==> config.mk <==
export PLATFORM = sky130hd
export DESIGN_NAME = tdm_demux4
export DESIGN_NICKNAME = d
export VERILOG_FILES = /design/src/rtl/tdm_pkg.sv /design/src/rtl/tdm_slot_counter.sv /design/src/rtl/tdm_demux4.sv
export SDC_FILE = /design/constraint.sdc
export NUM_CORES = 1
export LEC_CHECK = 0
export ABC_CLOCK_PERIOD_IN_PS = 5300
export CAP_MARGIN = 5
export CORE_ASPECT_RATIO = 1.4
export CORE_MARGIN = 2
export CORE_UTILIZATION = 25
export CTS_CLUSTER_DIAMETER = 150
export DETAILED_ROUTE_END_ITERATION = 16
export SKIP_CTS_REPAIR_TIMING = 1
export SLEW_MARGIN = 20
export SYNTH_ARGS = -nofsm -noshare
export SYNTH_HDL_FRONTEND = slang
export SYNTH_SLANG_ARGS = --single-unit
==> constraint.sdc <==
create_clock -name clk -period 5.3 [get_ports clk]
set_input_delay 1.06 -clock clk [delete_from_list [all_inputs] [get_ports clk]]
set_output_delay 1.06 -clock clk [all_outputs]
set_load 0.01 [all_outputs]
==> src/rtl/tdm_pkg.sv <==
// Shared TDM framing definitions for the 4-channel mux/demux pair.
// Latency: none (constants, types and helpers only).
// Backpressure: none; TDM links are free-running with no flow control.
package tdm_pkg;

  // Channels per frame and default channel word width
  localparam int TDM_NCH     = 4;
  localparam int TDM_W_DEF   = 8;
  localparam int TDM_CH_BITS = 2;

  // Two-state frame FSM encoding, shared with the transmitter
  localparam logic [0:0] ST_IDLE = 1'b0;
  localparam logic [0:0] ST_RECV = 1'b1;

  typedef logic [TDM_CH_BITS-1:0] chan_t;

  // True when c is the final channel slot of a frame
  function automatic logic is_last_chan(input chan_t c);
    return c == chan_t'(TDM_NCH - 1);
  endfunction

  // Next channel slot, wrapping after the final channel
  function automatic chan_t next_chan(input chan_t c);
    return is_last_chan(c) ? chan_t'(0) : chan_t'(c + chan_t'(1));
  endfunction

endpackage

==> src/rtl/tdm_slot_counter.sv <==
// Bit/channel position tracker: mod-W bit count, mod-4 channel count, last-bit flag.
// Latency: counters update on the clock edge; last is combinational from the counters.
// Backpressure: none; advances whenever adv is high.
module tdm_slot_counter
  import tdm_pkg::*;
#(
  parameter int W = TDM_W_DEF
) (
  input  logic  clk,
  input  logic  reset,
  input  logic  load,   // start of frame: first bit is being captured this edge
  input  logic  adv,    // one more bit captured this edge (ignored when load)
  input  logic  clr,    // frame complete: return to slot 0
  output chan_t chan,
  output logic  last    // the bit being captured now is channel 3 bit 0
);

  localparam int CW = (W > 1) ? $clog2(W) : 1;
  localparam logic [CW-1:0] BIT_MAX = CW'(W - 1);

  logic [CW-1:0] bit_cnt;

  // Position registers; load wins so a resync restarts cleanly mid-frame
  always_ff @(posedge clk or posedge reset) begin
    if (reset) begin
      bit_cnt <= '0;
      chan    <= '0;
    end else if (load) begin
      // The start edge already captured channel 0 bit W-1
      bit_cnt <= CW'(1);
      chan    <= '0;
    end else if (clr) begin
      bit_cnt <= '0;
      chan    <= '0;
    end else if (adv) begin
      if (bit_cnt == BIT_MAX) begin
        bit_cnt <= '0;
        chan    <= next_chan(chan);
      end else begin
        bit_cnt <= bit_cnt + CW'(1);
      end
    end
  end

  // Last bit of the frame is the final bit slot of the final channel
  always_comb begin
    last = is_last_chan(chan) && (bit_cnt == BIT_MAX);
  end

endmodule

==> src/rtl/tdm_demux4.sv <==
// Serial TDM receiver: splits a 4*W-bit frame into four W-bit channel words.
// Latency: Y0..Y3 and valid appear one edge after the frame's last bit.
// Backpressure: none; a start pulse mid-frame aborts it with a one-cycle err.
module tdm_demux4
  import tdm_pkg::*;
#(
  parameter int W = TDM_W_DEF
) (
  input  logic         clk,
  input  logic         reset,
  input  logic         D,
  input  logic         start,
  output logic [W-1:0] Y0,
  output logic [W-1:0] Y1,
  output logic [W-1:0] Y2,
  output logic [W-1:0] Y3,
  output logic         valid,
  output logic         err,
  output logic         busy,
  output logic [1:0]   chan
);

  logic [0:0]                   state;
  logic [TDM_NCH-1:0][W-1:0]    stage;
  chan_t                        slot_chan;
  logic                         slot_last;
  logic                         recv_bit;
  logic                         frame_done;
  logic                         resync;

  // Control decode: a start always wins over an in-progress bit
  always_comb begin
    recv_bit   = (state == ST_RECV) && !start;
    frame_done = recv_bit && slot_last;
    resync     = (state == ST_RECV) && start;
  end

  tdm_slot_counter #(
    .W (W)
  ) u_slot (
    .clk   (clk),
    .reset (reset),
    .load  (start),
    .adv   (recv_bit),
    .clr   (frame_done),
    .chan  (slot_chan),
    .last  (slot_last)
  );

  // Frame FSM: any start enters RECV, the final bit returns to IDLE
  always_ff @(posedge clk or posedge reset) begin
    if (reset) begin
      state <= ST_IDLE;
    end else if (start) begin
      state <= ST_RECV;
    end else if (frame_done) begin
      state <= ST_IDLE;
    end
  end

  // Staging shift registers, MSB arrives first so shift left into bit 0
  always_ff @(posedge clk or posedge reset) begin
    if (reset) begin
      stage <= '0;
    end else if (start) begin
      stage[0] <= {{(W-1){1'b0}}, D};
    end else if (recv_bit) begin
      stage[slot_chan] <= {stage[slot_chan][W-2:0], D};
    end
  end

  // Output words load together only on a complete frame; flags are single pulses
  always_ff @(posedge clk or posedge reset) begin
    if (reset) begin
      Y0    <= '0;
      Y1    <= '0;
      Y2    <= '0;
      Y3    <= '0;
      valid <= 1'b0;
      err   <= 1'b0;
    end else begin
      valid <= frame_done;
      err   <= resync;
      if (frame_done) begin
        Y0 <= stage[0];
        Y1 <= stage[1];
        Y2 <= stage[2];
        // Channel 3 bit 0 is on D right now, not yet in staging
        Y3 <= {stage[3][W-2:0], D};
      end
    end
  end

  // Status outputs follow the registered state and slot position
  always_comb begin
    busy = (state == ST_RECV);
    chan = slot_chan;
  end

  // A frame cannot both complete and abort on the same edge
  a_valid_err_excl: assert property (@(posedge clk) disable iff (reset) !(valid && err));

endmodule

# [After elaboration in Yosys (flattened, before gate mapping)]
# Cells that the tools add are included.
# Widths: inputs -> output; s select.
[totals] register_bits=72 wordCells=50 input_bits=4
[op_classes] reduce_logical=12 n_eq_ne=2 n_lt_le_gt_ge=2 n_addsub=2 bitwise_logic=1 muxes=18
[op_table] operator="$bwmux 32" count=1
[op_table] operator="$mux 8" count=3
[op_table] operator="$bmux 8 s2" count=1
[op_table] operator="$demux 8 s2" count=1
[op_table] operator="$mux 3" count=4
[op_table] operator="$mux 2" count=5
[op_table] operator="$mux 7" count=1
[op_table] operator="$reduce_bool 3->1" count=2
[op_table] operator="$logic_and 1x1->1" count=5
[op_table] operator="$reduce_and 2->1" count=2
[op_table] operator="$reduce_bool 2->1" count=2
[op_table] operator="$add 3x1->3 const B" count=1
[op_table] operator="$eq 3x3->1 const B" count=1
[op_table] operator="$lt 2x3->1 const B" count=1
[op_table] operator="$add 2x1->2 const B" count=1
[op_table] operator="$eq 2x2->1 const B" count=1
[op_table] operator="$ge 2x1->1 const B" count=1
[op_table] operator="$mux 1" count=2
[op_table] operator="$logic_not 1->1" count=1
[op_table] operator="$not 1->1" count=1

# [Depth between registers and ports, before layout]
[logic_depth] depth_word=7 mapped_depth=8 depth_no_buf=5

# [Hierarchy]
# Synthesis repeated with hierarchy kept, for this count alone.
[hier_totals] hier_cells=184 area_unflattened_um2=2879.0
[modules_own_cells] mod="tdm_demux4" instances=1 area_each_um2=2577.5 cells_per_inst=159
[modules_own_cells] mod="tdm_slot_counter" instances=1 area_each_um2=301.5 cells_per_inst=25

# [Worst setup path after synthesis]
# No wires, ideal clock.
[synth_path] path_type="input port to flip-flop" start="in start" end="reg Y0[0]" cell_stages=4 arrival_ps=1882 slack_ps=3293 path_cell_list="buf_2 > nand4b_4 > buf_6 > mux2_4"
[synth_between] elab_chain_len=3
[synth_rtl] element="start, declared" line_no="tdm_demux4.sv:12" text="input logic start,"
[synth_rtl] element="$logic_not 1->1" line_no="tdm_demux4.sv:33" text="recv_bit = (state == ST_RECV) && !start;"
[synth_rtl] element="$logic_and 1x1->1" line_no="tdm_demux4.sv:33"
[synth_rtl] element="$logic_and 1x1->1" line_no="tdm_demux4.sv:34" text="frame_done = recv_bit && slot_last;"
[synth_rtl] element="end signal, assigned" line_no="tdm_demux4.sv:85" text="Y0 <= stage[0];"
[synth_rtl] element="end, declared" line_no="tdm_demux4.sv:13" text="output logic [W-1:0] Y0,"
# No other way between the ends.
# A chain may end at the register's enable or synchronous reset.

# [Final worst setup path]
[layout_path] start="in start" end="reg Y2[0]"
[layout_between] elab_chain_len=3
[layout_rtl] element="$logic_not 1->1" line_no="tdm_demux4.sv:33"
[layout_rtl] element="$logic_and 1x1->1" line_no="tdm_demux4.sv:33"
[layout_rtl] element="$logic_and 1x1->1" line_no="tdm_demux4.sv:34"
[layout_rtl] element="end signal, assigned" line_no="tdm_demux4.sv:87" text="Y2 <= stage[2];"
[layout_rtl] element="end, declared" line_no="tdm_demux4.sv:15" text="output logic [W-1:0] Y2,"
# No other way between the ends.

==> flow_metrics.env <==
export IMPL_synth_area_per_cell_um2=13.6
export IMPL_place_area_um2=3730
export IMPL_grt_antenna_before_repair=0
export IMPL_synthFlopType="dfrtp_1"
export IMPL_dr_total_vias=1937
export IMPL_drc_errors=0
export IMPL_synth_seq_cells=71
export IMPL_cp_start_kind="input port"
export IMPL_yosysSeqAreaShare_pct=54.5
export IMPL_cts_sinks=71
export IMPL_grt_max_degree=45
export IMPL_synth_top_family_by_area="multiplexers"
export IMPL_worst_ep_required_time_ns=5.52
export IMPL_cpMaxStageDelayCell="nand4b_4"
export IMPL_dp_cells=418
export IMPL_fin_total_pwr_mw=1.29
export IMPL_final_max_slew_viol_count=0
export IMPL_grt_overflow_total=0
export IMPL_port_buffers=40
export IMPL_place_congestion=0.733
export IMPL_hold_path_class="flop to flop"
export IMPL_worst_slew_pin_slew_ns=0.980
export IMPL_detail_route_wirelength_um=6630
export IMPL_cts_root_buffer="clkbuf_16"
export IMPL_clkLatencyLatePin_ns=0.33
export IMPL_post_route_min_period_ns=3.19
export IMPL_synth_simple_area_share_pct=8.32
export IMPL_period_share_pct=60.1
export IMPL_nets=286
export IMPL_crit_path_max_incr_delay_ns=0.90
export IMPL_cap_viol_max_count=0
export IMPL_path_class="input port to flop"
export IMPL_rows=49
export IMPL_globalRouteTotalUtil_pct=10.3
export IMPL_synth_compound_area_share_pct=6.83
export IMPL_drive_gt1_share_pct=25.3
export IMPL_clock_path_buffers=2
export IMPL_cts_tree="done"
export IMPL_die_w_um=101
export IMPL_die_h_um=139
export IMPL_synth_mux_area_share_pct=23.4
export IMPL_setup_viol=0
export IMPL_ir_drop_uv=194
export IMPL_synth_nets=250
export IMPL_grt_pass1_wl_um=11000
export IMPL_final_cells=434
export IMPL_finalHoldViolations=0
export IMPL_dp_hpwl_um=4510
export IMPL_numCtsBuffers=9
export IMPL_path_cells="clkdlybuf4s50_1 > nand4b_4 > mux2_4"
export IMPL_finClkSkew_ns=0.00571
export IMPL_async_reset_ff_share_pct=100
export IMPL_synthXorXnorAreaFrac_pct=0
export IMPL_p_leak_nw=1.85
export IMPL_synth_cells=240
export IMPL_rsz0062_at_grt="false"
export IMPL_die_area_um2=14000
export IMPL_final_antenna_net_count=0
export IMPL_synthToLayoutAreaGrowth_pct=23.9
export IMPL_synth_edff_count=0
export IMPL_status="finished, final reports clean"
export IMPL_synth_area_um2=3260
export IMPL_final_area_um2=4040
export IMPL_power_density_nw_per_um2=320
export IMPL_cts_max_level=3
export IMPL_wl_per_cell_um=15.3
export IMPL_dr_pass1_iters=4
export IMPL_grt_pass1_vias=2053
export IMPL_n_antenna_cell=0
export IMPL_num_io_pins=41
export IMPL_clkTransAtPathRegs_ns=0.05
export IMPL_arrival_ns=3.40
export IMPL_post_synth_num_cell_types=27
export IMPL_slew_headroom_pct=34.7
export IMPL_avgViaCountPerCell=4.46
export IMPL_crit_path_max_fanout=33
export IMPL_max_freq_mhz=314
export IMPL_start_util_pct=25.5
export IMPL_drt_iter0_markers=109
export IMPL_end_kind="flop"
export IMPL_core_um2=12800
export IMPL_synthAdderAreaFrac_pct=2.30
export IMPL_setup_tns_ns=0
export IMPL_ys_warn_count=0
[layout make-up]
class	instances	area, µm²
Clock buffer	13	270
Clock inverter	3	40.0
Fill cell	1273	8770
Inverter	6	22.5
Multi-Input combinational cell	147	1330
Sequential cell	71	1780
Tap cell	153	191
Timing Repair Buffer	41	408
[metal layers]
layer | GRT usage [%] | vias to the layer above | wire [µm]
li1 | - | 933 | -
met1 | 12.1 | 958 | 2800
met2 | 16.7 | 35 | 3390
met3 | 2.77 | 11 | 274
met4 | 5.77 | 0 | 163
met5 | 0 | - | 0
[per-stage QoR]
| stage | setup WS, ns | hold slack [ns] | util, % |
|---|---|---|---|
| final | 2.11 | 0.507 | 31.5 |
| after global routing | 1.96 | 0.527 | 31.5 |
| after CTS | 2.11 | 0.510 | 31.5 |
| after detailed placement | 1.76 | 0.496 | 29.1 |
| after global placement | 1.87 | 0.478 | 29.1 |
| after floorplan | 2.44 | 0.452 | - |
[sequential cells by signal, indices dropped and copies added, names as in the netlist]
signal	cells
busy	1
Y2	8
Y1	8
err	1
u_slot.bit_cnt	3
valid	1
Y3	8
Y0	8
stage	31
u_slot.chan	2
[cell usage in the layout, fill, tap and decap left out]
master / Yosys / routed
o21ai_2: 8 / 8
mux2_4: 32 / 32
inv_1: 5 / 4
o31ai_1: 1 / 1
mux2i_1: 16 / 16
buf_4: 2 / 1
clkdlybuf4s50_1: 0 / 40
clkinv_2: 0 / 2
a21oi_1: 3 / 3
and2_1: 1 / 1
mux2_2: 11 / 11
clkbuf_8: 0 / 3
nand4b_4: 1 / 1
a311o_1: 7 / 7
nand2_1: 24 / 24
bufinv_16: 0 / 1
nor4_1: 14 / 14
dfrtp_1: 71 / 71
clkbuf_16: 0 / 9
nand3_1: 1 / 1
nand3b_2: 1 / 1
clkbuf_1: 2 / 1
inv_2: 1 / 2
ha_1: 6 / 6
nor2_1: 5 / 5
nand2b_1: 1 / 1
nand3b_1: 3 / 3
o21ai_0: 1 / 1
o21ai_1: 11 / 11
[worst max-delay path, delay by kind of cell]
kind / cells / cell delay (ns)
simple gates: 1 / 0.90
buf+inv: 1 / 0.86
mux: 1 / 0.54
[synthesized netlist by cell type, types with 5 or more instances]
library cell,number,area [µm²]
dfrtp_1,71,1780
mux2_4,32,480
nand2_1,24,90.1
mux2i_1,16,160
nor4_1,14,87.6
mux2_2,11,124
o21ai_1,11,55.1
o21ai_2,8,70.1
a311o_1,7,70.1
buf_2,6,30.0
ha_1,6,75.1
buf_6,5,56.3
inv_1,5,18.8
nor2_1,5,18.8
[report_power, final]
group / switching (mW) / leakage (nW) / internal (mW) / total [mW]
clock network: 0.217 / 0.156 / 0.401 / 0.618
logic: 0.0500 / 0.724 / 0.0360 / 0.0859
registers: 0.0208 / 0.970 / 0.567 / 0.588
[worst paths after layout]
check	startpoint	end	slack, ns	cells past startpoint
worst max register to register	u_slot.chan[1]	Y2[0]	2.57	3
worst min-delay path	Y1[1]	Y1[1]	0.51	1
max in group asynchronous	reset	stage[8]	3.15	3
min in group asynchronous	reset	Y0[3]	1.24	2
worst min register to register	Y1[1]	Y1[1]	0.51	1
worst max-delay path	start	Y2[0]	2.11	3
[cells by family (layout without fill, tap and decap cells)]
family / Yosys count / count (layout)
AND/OR/NAND/NOR: 51 / 51
adder cells (fa/ha/maj): 6 / 6
buffers and inverters: 22 / 63
flip-flops: 71 / 71
multiplexers: 59 / 59
AO/OA/AOI/OAI: 31 / 31
Power figures use the tool's default switching activity.
